===== config.mk =====
export PLATFORM = sky130hd
export DESIGN_NAME = as_watchdog
export DESIGN_NICKNAME = d
export VERILOG_FILES = /design/src/rtl/as_watchdog.sv
export SDC_FILE = /design/constraint.sdc
export NUM_CORES = 1
export LEC_CHECK = 0
export ABC_CLOCK_PERIOD_IN_PS = 5800
export BUFFER_PORTS_ARGS = -buffer_cell sky130_fd_sc_hd__buf_2
export CAP_MARGIN = 15
export CORE_MARGIN = 1
export CORE_UTILIZATION = 30
export DETAILED_ROUTE_END_ITERATION = 8
export PLACE_DENSITY = 0.41
export SKIP_LAST_GASP = 1
export SYNTH_ARGS = -nofsm -noshare
export SYNTH_HDL_FRONTEND = slang
export SYNTH_SLANG_ARGS = --single-unit

===== constraint.sdc =====
create_clock -name clk -period 5.8 [get_ports clk]
set_input_delay 0.87 -clock clk [delete_from_list [all_inputs] [get_ports clk]]
set_output_delay 0.87 -clock clk [all_outputs]
set_load 0.02 [all_outputs]

===== src/rtl/as_watchdog.sv =====
// Heartbeat supervisor: times the gap between Heartbeat toggles and holds Watchdog
// high only while beats arrive inside [MIN_PERIOD_CYCLES, TIMEOUT_CYCLES]; faults latch.
module as_watchdog #(
   parameter int TIMEOUT_CYCLES    = 100000,
   parameter int MIN_PERIOD_CYCLES = 1000,
   parameter int GRACE_CYCLES      = 2000000
) (
   input  logic       clk,
   input  logic       rst_n,
   input  logic       Heartbeat,
   input  logic       Power_on_Reset,
   input  logic       Watchdog_clear,
   output logic       Watchdog,
   output logic [1:0] Wd_state,
   output logic [1:0] Wd_fault_code
);

   localparam int MAX_CYC = (TIMEOUT_CYCLES > GRACE_CYCLES) ? TIMEOUT_CYCLES : GRACE_CYCLES;
   localparam int CNT_W   = $clog2(MAX_CYC + 1);

   localparam logic [CNT_W-1:0] TIMEOUT_M1  = CNT_W'(TIMEOUT_CYCLES - 1);
   localparam logic [CNT_W-1:0] TIMEOUT_MAX = CNT_W'(TIMEOUT_CYCLES);
   localparam logic [CNT_W-1:0] MIN_M1      = CNT_W'(MIN_PERIOD_CYCLES - 1);
   localparam logic [CNT_W-1:0] GRACE_M1    = CNT_W'(GRACE_CYCLES - 1);
   localparam logic [CNT_W-1:0] GRACE_MAX   = CNT_W'(GRACE_CYCLES);

   typedef enum logic [1:0] {
      ST_INIT    = 2'b00,
      ST_ARMED   = 2'b01,
      ST_TRIPPED = 2'b10
   } state_t;

   localparam logic [1:0] FC_NONE     = 2'b00;
   localparam logic [1:0] FC_TIMEOUT  = 2'b01;
   localparam logic [1:0] FC_FAST     = 2'b10;
   localparam logic [1:0] FC_NO_FIRST = 2'b11;

   logic             r_s1;
   logic             r_s2;
   logic             r_s3;
   logic             w_beat;
   state_t           r_state;
   logic [CNT_W-1:0] r_gap;
   logic [CNT_W-1:0] r_grace;
   logic [1:0]       r_code;
   logic             r_watchdog;

   // Synchronizer runs through POR so a toggle during POR is absorbed, not replayed.
   always_ff @(posedge clk or negedge rst_n) begin
      if (!rst_n) begin
         r_s1 <= 1'b0;
         r_s2 <= 1'b0;
         r_s3 <= 1'b0;
      end else begin
         r_s1 <= Heartbeat;
         r_s2 <= r_s1;
         r_s3 <= r_s2;
      end
   end

   assign w_beat = r_s2 ^ r_s3;

   always_ff @(posedge clk or negedge rst_n) begin
      if (!rst_n) begin
         r_state    <= ST_INIT;
         r_gap      <= '0;
         r_grace    <= '0;
         r_code     <= FC_NONE;
         r_watchdog <= 1'b0;
      end else if (Power_on_Reset) begin
         r_state    <= ST_INIT;
         r_gap      <= '0;
         r_grace    <= '0;
         r_code     <= FC_NONE;
         r_watchdog <= 1'b0;
      end else begin
         r_watchdog <= 1'b0;
         case (r_state)
            ST_INIT: begin
               if (w_beat) begin
                  r_state    <= ST_ARMED;
                  r_gap      <= '0;
                  r_watchdog <= 1'b1;
               end else if (r_grace == GRACE_M1) begin
                  r_state <= ST_TRIPPED;
                  r_code  <= FC_NO_FIRST;
               end else if (r_grace != GRACE_MAX) begin
                  r_grace <= r_grace + CNT_W'(1);
               end
            end
            ST_ARMED: begin
               // A beat in the timeout cycle is checked first, so it rescues the arm.
               if (w_beat) begin
                  if (r_gap < MIN_M1) begin
                     r_state <= ST_TRIPPED;
                     r_code  <= FC_FAST;
                  end else begin
                     r_gap      <= '0;
                     r_watchdog <= 1'b1;
                  end
               end else if (r_gap == TIMEOUT_M1) begin
                  r_state <= ST_TRIPPED;
                  r_code  <= FC_TIMEOUT;
               end else begin
                  if (r_gap != TIMEOUT_MAX) begin
                     r_gap <= r_gap + CNT_W'(1);
                  end
                  r_watchdog <= 1'b1;
               end
            end
            ST_TRIPPED: begin
               if (Watchdog_clear) begin
                  r_state <= ST_INIT;
                  r_code  <= FC_NONE;
                  r_gap   <= '0;
                  r_grace <= '0;
               end
            end
            default: begin
               r_state <= ST_INIT;
               r_gap   <= '0;
               r_grace <= '0;
               r_code  <= FC_NONE;
            end
         endcase
      end
   end

   assign Watchdog      = r_watchdog;
   assign Wd_state      = r_state;
   assign Wd_fault_code = r_code;

endmodule


Word level (Yosys, flattened, before mapping)
Cells that the tools add are included.
{"block": "word_totals", "ff_bits": 50, "input_bits": 5, "out_inout_bits": 5, "word_cells": 69}
{"block": "op_classes", "add_sub_neg": 2, "n_lt_le_gt_ge": 1, "eq_ne": 19, "muxes": 33, "n_bitwise": 1, "reduce_logical": 5}
{"operator": "$mux 21", "n": 11}
{"operator": "$pmux 21 s3", "n": 2}
{"operator": "$add 21x1->21 const B", "n": 2}
{"operator": "$mux 2", "n": 12}
{"operator": "$ne 4x4->1 const B", "n": 6}
{"operator": "$eq 21x17->1 const B", "n": 1}
{"operator": "$eq 21x21->1 const B", "n": 1}
{"operator": "$lt 21x10->1 const B", "n": 1}
{"operator": "$ne 21x17->1 const B", "n": 1}
{"operator": "$ne 21x21->1 const B", "n": 1}
{"operator": "$ne 3x3->1 const B", "n": 6}
{"operator": "$reduce_and 5->1", "n": 3}
{"operator": "$pmux 2 s3", "n": 2}
{"operator": "$mux 1", "n": 5}
{"operator": "$reduce_and 4->1", "n": 1}
{"operator": "$eq 2x1->1 const B", "n": 1}
{"operator": "$eq 2x2->1 const B", "n": 1}
{"operator": "$logic_not 2->1", "n": 1}
{"operator": "$ne 2x2->1 const B", "n": 1}
{"operator": "$pmux 1 s2", "n": 1}
{"operator": "$xor 1x1->1", "n": 1}

Logic depth before layout (Yosys ltp)
Gate-level depths: netlist (run 1).
{"block": "depth", "word_depth": 6, "depth_mapped": 9, "ltp_nobuf": 8}

Least setup slack after synthesis (run 1)
No wires, ideal clock.
{"block": "synth_path", "path_type": "in2reg", "start": "input Power_on_Reset", "end": "register r_gap[9]", "setup_ps": 110, "arrival_time_ps": 2042, "t_required_ps": 5690, "slack_ps": 3648, "stages": 7, "path_buffers": 1, "cell_sequence": "nor2_1 > nand2_1 > or2_2 > o221ai_1 > buf_2 > o21ai_0 > o41ai_1"}
{"block": "synth_between", "elab_chain_len": 2, "word_cells_on_any_way": 7, "classes_between": "5 x eq/ne; 1 x mux; 1 x reduce/logical"}
{"item": "from (decl)", "line_no": "11", "text": "input logic Power_on_Reset,"}
{"item": "$ne 4x4->1 (no source line) or $ne 3x3->1 (tied branches)"}
{"item": "$reduce_and 5->1 (no source line)"}
{"item": "to (signal assigned)", "line_no": "106", "text": "r_gap <= r_gap + CNT_W'(1);"}
{"item": "to (decl)", "line_no": "43", "text": "logic [CNT_W-1:0] r_gap;"}
Several ways; a longest one is shown, not always the timed one.
A chain may end at the register's enable or synchronous reset.

Worst setup path after layout (run 1)
{"block": "layout_path", "start": "input Power_on_Reset", "end": "register r_gap[20]"}
Same word-level chain as after synthesis.

==> results of run 1 <==
-- through the flow --
step                      setup WS [ps]  cells  cell area (um^2)  utilization, %
after floorplan                    3650    333              2900               -
after detailed placement           2530    455              3040            32.6
after global routing               2620    463              3180            34.1
after global placement             2660    455              3040            32.6
after CTS                          2880    463              3180            34.1
final                              2900    463              3180            34.1
-- power by group --
| part | total (mW) | leakage, nW | internal (mW) | switching [mW] |
|---|---|---|---|---|
| Sequential | 0.372 | 0.685 | 0.357 | 0.0144 |
| Combinational | 0.101 | 0.507 | 0.0313 | 0.0695 |
| Clock | 0.313 | 0.0714 | 0.184 | 0.128 |
-- cell usage in the layout (no fill, tap or decap), drive strengths merged, types with 2 or more instances in the layout --
master,count
dfrtp,50
nand2,39
o21ai,32
nor2,30
a21oi,20
nand3,19
buf,13
nand4,11
o31ai,10
a31oi,10
inv,7
and3,7
nor4,6
and4,6
clkbuf,6
and2,6
o21a,6
nor3,5
o22a,5
ha,4
o311ai,3
a2111oi,3
or2,3
nor3b,2
a21o,2
nand4b,2
nor4b,2
a2bb2oi,2
a22o,2
o22ai,2
a41oi,2
o41ai,2
bufinv,2
nor2b,2
or4,2
-- routing by layer --
layer	global-route usage (%)	up-vias
met5	0	-
met1	25.4	1181
met3	2.51	7
met4	4.57	0
li1	-	1242
met2	22.3	36
-- final timing paths --
path / slack (ps) / startpoint / to / depth (start not counted)
min in group asynchronous: 640 / rst_n / r_gap[13]$_DFFE_PN0P_ / 2
hold reg to reg: 360 / r_s1$_DFF_PN0_ / r_s2$_DFF_PN0_ / 0
setup reg to reg: 3050 / Wd_state[1]$_DFFE_PN0P_ / r_gap[20]$_DFFE_PN0P_ / 6
setup / recovery: 2900 / Power_on_Reset / r_gap[20]$_DFFE_PN0P_ / 7
hold / removal: 360 / r_s1$_DFF_PN0_ / r_s2$_DFF_PN0_ / 0
max in group asynchronous: 4680 / rst_n / r_grace[0]$_DFFE_PN0P_ / 2
-- final cells by class --
| class | instances | area share, % |
|---|---|---|
| clock buffer | 6 | 2.59 |
| tap | 129 | 5.07 |
| clock inverter | 2 | 1.89 |
| multi-input combinational | 256 | 48.0 |
| sequential | 50 | 39.3 |
| inverter | 7 | 0.825 |
| timing repair buffer | 13 | 2.36 |
-- flip-flops by register name, indices dropped and copies added (netlist names) --
signal and cells:
Wd_fault_code 2, Wd_state 2, r_grace 21, Watchdog 1
r_s3 1, r_s1 1, r_s2 1, r_gap 21
-- logic make-up (layout without fill, tap and decap cells) --
| logic type | after synthesis | count (layout) | share of synthesized area [%] |
|---|---|---|---|
| xor gates and xnor gates | 1 | 1 | 0.560 |
| buffers and inverters | 27 | 28 | 4.35 |
| and+or+nand+nor | 144 | 144 | 25.6 |
| DFF | 50 | 50 | 43.1 |
| adders and majority gates | 4 | 4 | 1.72 |
| AOI/OAI and AO/OA | 107 | 107 | 24.7 |
==> key figures, run 1 <==
Outcome
  – Outcome: completed

Worst setup path
  – Delay-heaviest family, CP: simple AND/OR/NAND/NOR gates
  – Critical Path RT: 6060 ps
  – CP arrival: 3160 ps
  – Startpoint Class: input pin
  – Worst Setup End Kind: flop
  – CP max stage cell: or4_1
  – Crit path top cell by count: nand2_1
  – Kind of critical path: in2reg
  – Cell Chain, Critical Path: buf_2, nor2_1, nand2_1, nor2_1, nand2_1, or4_1, nand2_1
  – Max stage delay on crit path: 610 ps
  – Worst Path Buf+Inv: 1
  – CP max FO: 13

STA
  – Hold WS: 359 ps
  – Ratio of final minimum period to clock period: 50.0%
  – TNS Setup: 0 ps
  – Relative slew slack: 51.0%
  – Setup-failing EPs final: 0
  – Max-slew violations: 0
  – RSZ-0062 raised after global routing: no
  – Worst Tran Pin Value: 732 ps
  – Worst Clk Skew: 6.96 ps
  – Final hold violations: 0
  – Peak Freq: 0.345 GHz
  – Post-layout min period: 2900 ps

Route
  – Max Used Layer: met4
  – Drt drc: 0
  – Vias: 2,466
  – M1 WL: 4180 um
  – First-pass iteration count of the detailed router: 4
  – WL met2: 3010 um
  – Vias/cell: 5.33
  – Drt initial violations: 146
  – Met3 WL post-DR: 269 um
  – Wire length per cell: 16.3 um
  – WL final: 7550 um
  – Post-DRT Antenna Nets: 0

Logic synthesis
  – Cell area after synthesis: 0.00290 mm^2
  – Main flop type after synthesis: dfrtp_1
  – Top post-synthesis cells by area: dfrtp_1 43%, o21ai_0 5.5%, nand2_1 5.0%, nor2_1 3.6%, a21oi_1 3.3%
  – FF+latch count, synth: 50
  – Cells after Synth: 333
  – Synth cell types: 55
  – Syn avg cell area: 8.72 um^2
  – Number of synthesized flops with an enable pin: 0
  – Syn. warnings: 0
  – Register area share after synthesis: 43.1%
  – Ys async rst share: 100%
  – Post-synth net total: 342
  – Leading area contributor after synthesis: dfrtp_1
  – Most common cell in the netlist: dfrtp_1
  – Most frequent cells after synthesis: 50 x dfrtp_1, 39 x nand2_1, 32 x o21ai_0, 28 x nor2_1
  – Area fraction of the dominant cell type after synthesis: 43.1%

Final layout
  – Fill cells: 971
  – Share of layout cells above drive strength 1: 10.2%
  – Area of the multi-input gates: 0.00153 mm^2
  – FF/Latch Area: 0.00125 mm^2
  – Area Growth Syn to Fin: 9.61%
  – Final nets: 342
  – ANT cells: 0

Floorplan
  – I/O pin count: 10
  – Initial core utilization: 31.1%
  – Die width: 100 um
  – Core area: 0.00933 mm^2
  – Die Y: 100 um
  – DIE AREA: 0.0101 mm^2
  – # rows: 35

Clock tree
  – Resize count post-CTS: 0
  – TritonCTS clock tree: yes
  – Clock sink count: 50
  – Postcts setup bufs: 0
  – CTS Buf Count: 5
  – Root Buffer: clkbuf_8
  – CTS Hold Bufs: 0
  – Clk buf depth: 2
  – H-tree depth: 2
  – Skew-Pair Late Insertion Delay: 310 ps
  – Clock slew seen by the registers of the worst setup and hold paths: 100 ps

GRT
  – Initial antenna violation count: 0
  – Vias in the first global route: 2,288
  – GRT overflow: 0
  – Gr usage total: 16.1%
  – First-pass GRT wire length: 12,700 um
  – Largest net degree at the start of global routing: 51

Power and ir drop
  – PwrDens: 247 mW/mm^2
  – Overall power: 785 uW
  – Maximum vdd drop: 0.0973 mV
  – LEAKAGE: 1.26 nW

Placed design
  – Port-buffer cells: 9
  – HPWL Detailed: 5100 um
  – Routability congestion estimate: 0.764

Min path
  – Hold WC Path Type: reg2reg

Job
  – Max-capacitance violation count: 0
No activity file was read; power rests on OpenSTA's default activity.
==> run 2: changes to the inputs <==
ABC_CLOCK_PERIOD_IN_PS = 2950   (was 5800)
clock period = 2.95 ns   (was 5.8 ns; I/O delays follow)
==> run 2 against run 1 <==
  * Via count rose by 1.6%
  * Sequential cell count stayed put
  * Clock skew about the same
  * Final cell count is 0.65% higher
  * Power rose by 83%
  * Highest routed layer unchanged
==> key figures, run 2 (same netlist as run 1, synthesis figures left out) <==
Floorplan
  – DIE AREA: 0.0101 mm^2 (unchanged)
  – Die Y: 100 um (unchanged)
  – Initial core utilization: 31.1% (unchanged)
  – Core area: 0.00933 mm^2 (unchanged)
  – Die width: 100 um (unchanged)
  – # rows: 35 (unchanged)
  – I/O pin count: 10 (unchanged)

Worst setup path
  – Startpoint Class: flop (was input pin)
  – Critical Path RT: 3120 ps (was 6060 ps)
  – CP max FO: 12 (was 13)
  – Kind of critical path: reg2reg (was in2reg)
  – Worst Reg-to-Reg Cells: 8 (was 6)
  – CP arrival: 2500 ps (was 3160 ps)
  – Worst Setup End Kind: flop (unchanged)

Clock tree
  – Postcts setup bufs: 0 (unchanged)
  – Skew-Pair Late Insertion Delay: 310 ps (about the same)
  – CTS Buf Count: 5 (unchanged)
  – Resize count post-CTS: 0 (unchanged)
  – Clock sink count: 50 (unchanged)
  – CTS Hold Bufs: 0 (unchanged)
  – Clock slew seen by the registers of the worst setup and hold paths: 100 ps (about the same)
  – TritonCTS clock tree: yes (unchanged)
  – Clk buf depth: 2 (unchanged)
  – Root Buffer: clkbuf_8 (unchanged)
  – H-tree depth: 2 (unchanged)

Route
  – Vias: 2,506 (was 2,466)
  – First-pass iteration count of the detailed router: 4 (unchanged)
  – WL final: 7530 um (was 7550 um)
  – Drt drc: 0 (unchanged)
  – Wire length per cell: 16.1 um (was 16.3 um)
  – Post-DRT Antenna Nets: 0 (unchanged)
  – Drt initial violations: 141 (was 146)
  – Vias/cell: 5.38 (was 5.33)

Final layout
  – Area Growth Syn to Fin: 9.22% (was 9.61%)
  – Final nets: 345 (was 342)
  – Top flop regs: r_gap x21, r_grace x21 (unchanged)
  – Highest-count cells in the layout ignoring fill and taps: 50 x dfrtp_1, 39 x nand2_1, 32 x o21ai_0 (unchanged)
  – Fin util: 34.0% (was 34.1%)
  – ANT cells: 0 (unchanged)
  – Share of layout cells above drive strength 1: 11.0% (was 10.2%)
  – Most common cell after layout, fill and taps aside: dfrtp_1 (unchanged)

Placed design
  – Routability congestion estimate: 0.793 (was 0.764)
  – HPWL Detailed: 5090 um (was 5100 um)
  – Port-buffer cells: 9 (unchanged)

STA
  – Relative slew slack: 56.8% (was 51.0%)
  – TNS Setup: 0 ps (unchanged)
  – Final hold violations: 0 (unchanged)
  – Hold WS: 62.1 ps (was 359 ps)
  – Worst Tran Pin Value: 648 ps (was 732 ps)
  – Peak Freq: 0.430 GHz
  – Worst Clk Skew: 7.30 ps (was 6.96 ps)
  – Post-layout min period: 2330 ps
  – RSZ-0062 raised after global routing: no (unchanged)
  – Max-slew violations: 0 (unchanged)
  – Ratio of final minimum period to clock period: 78.9%
  – Setup-failing EPs final: 0 (unchanged)

GRT
  – Vias in the first global route: 2,314 (was 2,288)
  – Largest net degree at the start of global routing: 33 (was 51)
  – Gr usage total: 15.7% (was 16.1%)
  – Initial antenna violation count: 0 (unchanged)
  – GRT overflow: 0 (unchanged)
  – First-pass GRT wire length: 12,300 um (was 12,700 um)

Job
  – Max-capacitance violation count: 0 (unchanged)

Outcome
  – Outcome: completed (unchanged)

Power and ir drop
  – Overall power: 1.43 mW (was 785 uW)
  – Maximum vdd drop: 0.172 mV (was 0.0973 mV)
  – LEAKAGE: 1.26 nW (about the same)
  – PwrDens: 452 mW/mm^2 (was 247 mW/mm^2)

Min path
  – Hold WC Path Type: in2async (was reg2reg)
[run 2: cell types whose count changed in the layout (fill, tap and decap cells not counted)]
cell,change
clkbuf_8,-1
clkinv_2,+2
buf_4,+3
bufinv_16,-1
[run 2: area by class of cell]
class	instances	area, um^2
repair buffers	16	97.6
multi-input cells	256	1530
inverters	7	26.3
flip-flops and latches	50	1250
well taps	129	161
clock buffers	5	68.8
fillers	976	6160
clock inverters	3	40.0
[run 2: metal layers]
metal  routed length [um]  GRT usage (%)
met1                 4190           24.2
met4                   50           3.68
met3                  194           2.86
met2                 3090           22.6
met5                    0              0
[run 2: path summary, 6_finish.rpt]
check                                       start                       to  slack [ps]
min reg2reg                        r_s1$_DFF_PN0_           r_s2$_DFF_PN0_         360
max in group asynchronous                   rst_n  r_grace[15]$_DFFE_PN0P_        2080
min                                         rst_n    r_gap[15]$_DFFE_PN0P_          60
max                        r_grace[0]$_DFFE_PN0P_   r_grace[3]$_DFFE_PN0P_         620
max reg2reg                r_grace[0]$_DFFE_PN0P_   r_grace[3]$_DFFE_PN0P_         620
min in group clk                        Heartbeat           r_s1$_DFF_PN0_         230
[run 2: metrics by stage]
step                worst slack, ps  area (um^2)  instances
CTS                             622         3170        466
global route                    485         3170        466
detailed placement              659         3060        458
finish                          622         3170        466
global placement                647         3060        458
floorplan                       917         2900        333
[run 2: critical path: stages (launching register included)]
cell and delay, ps:
dfrtp_1 480, ha_1 260, nand3_1 140, or4_4 520, a21oi_2 230, nor3_1 80, buf_4 210, a41oi_1 220
a31oi_1 60
[run 2: power by group]
group / switching [mW] / internal, mW / total (mW)
Combinational: 0.140 / 0.0653 / 0.205
Sequential: 0.0276 / 0.703 / 0.730
Clock: 0.248 / 0.250 / 0.498
Total: 0.415 / 1.02 / 1.43
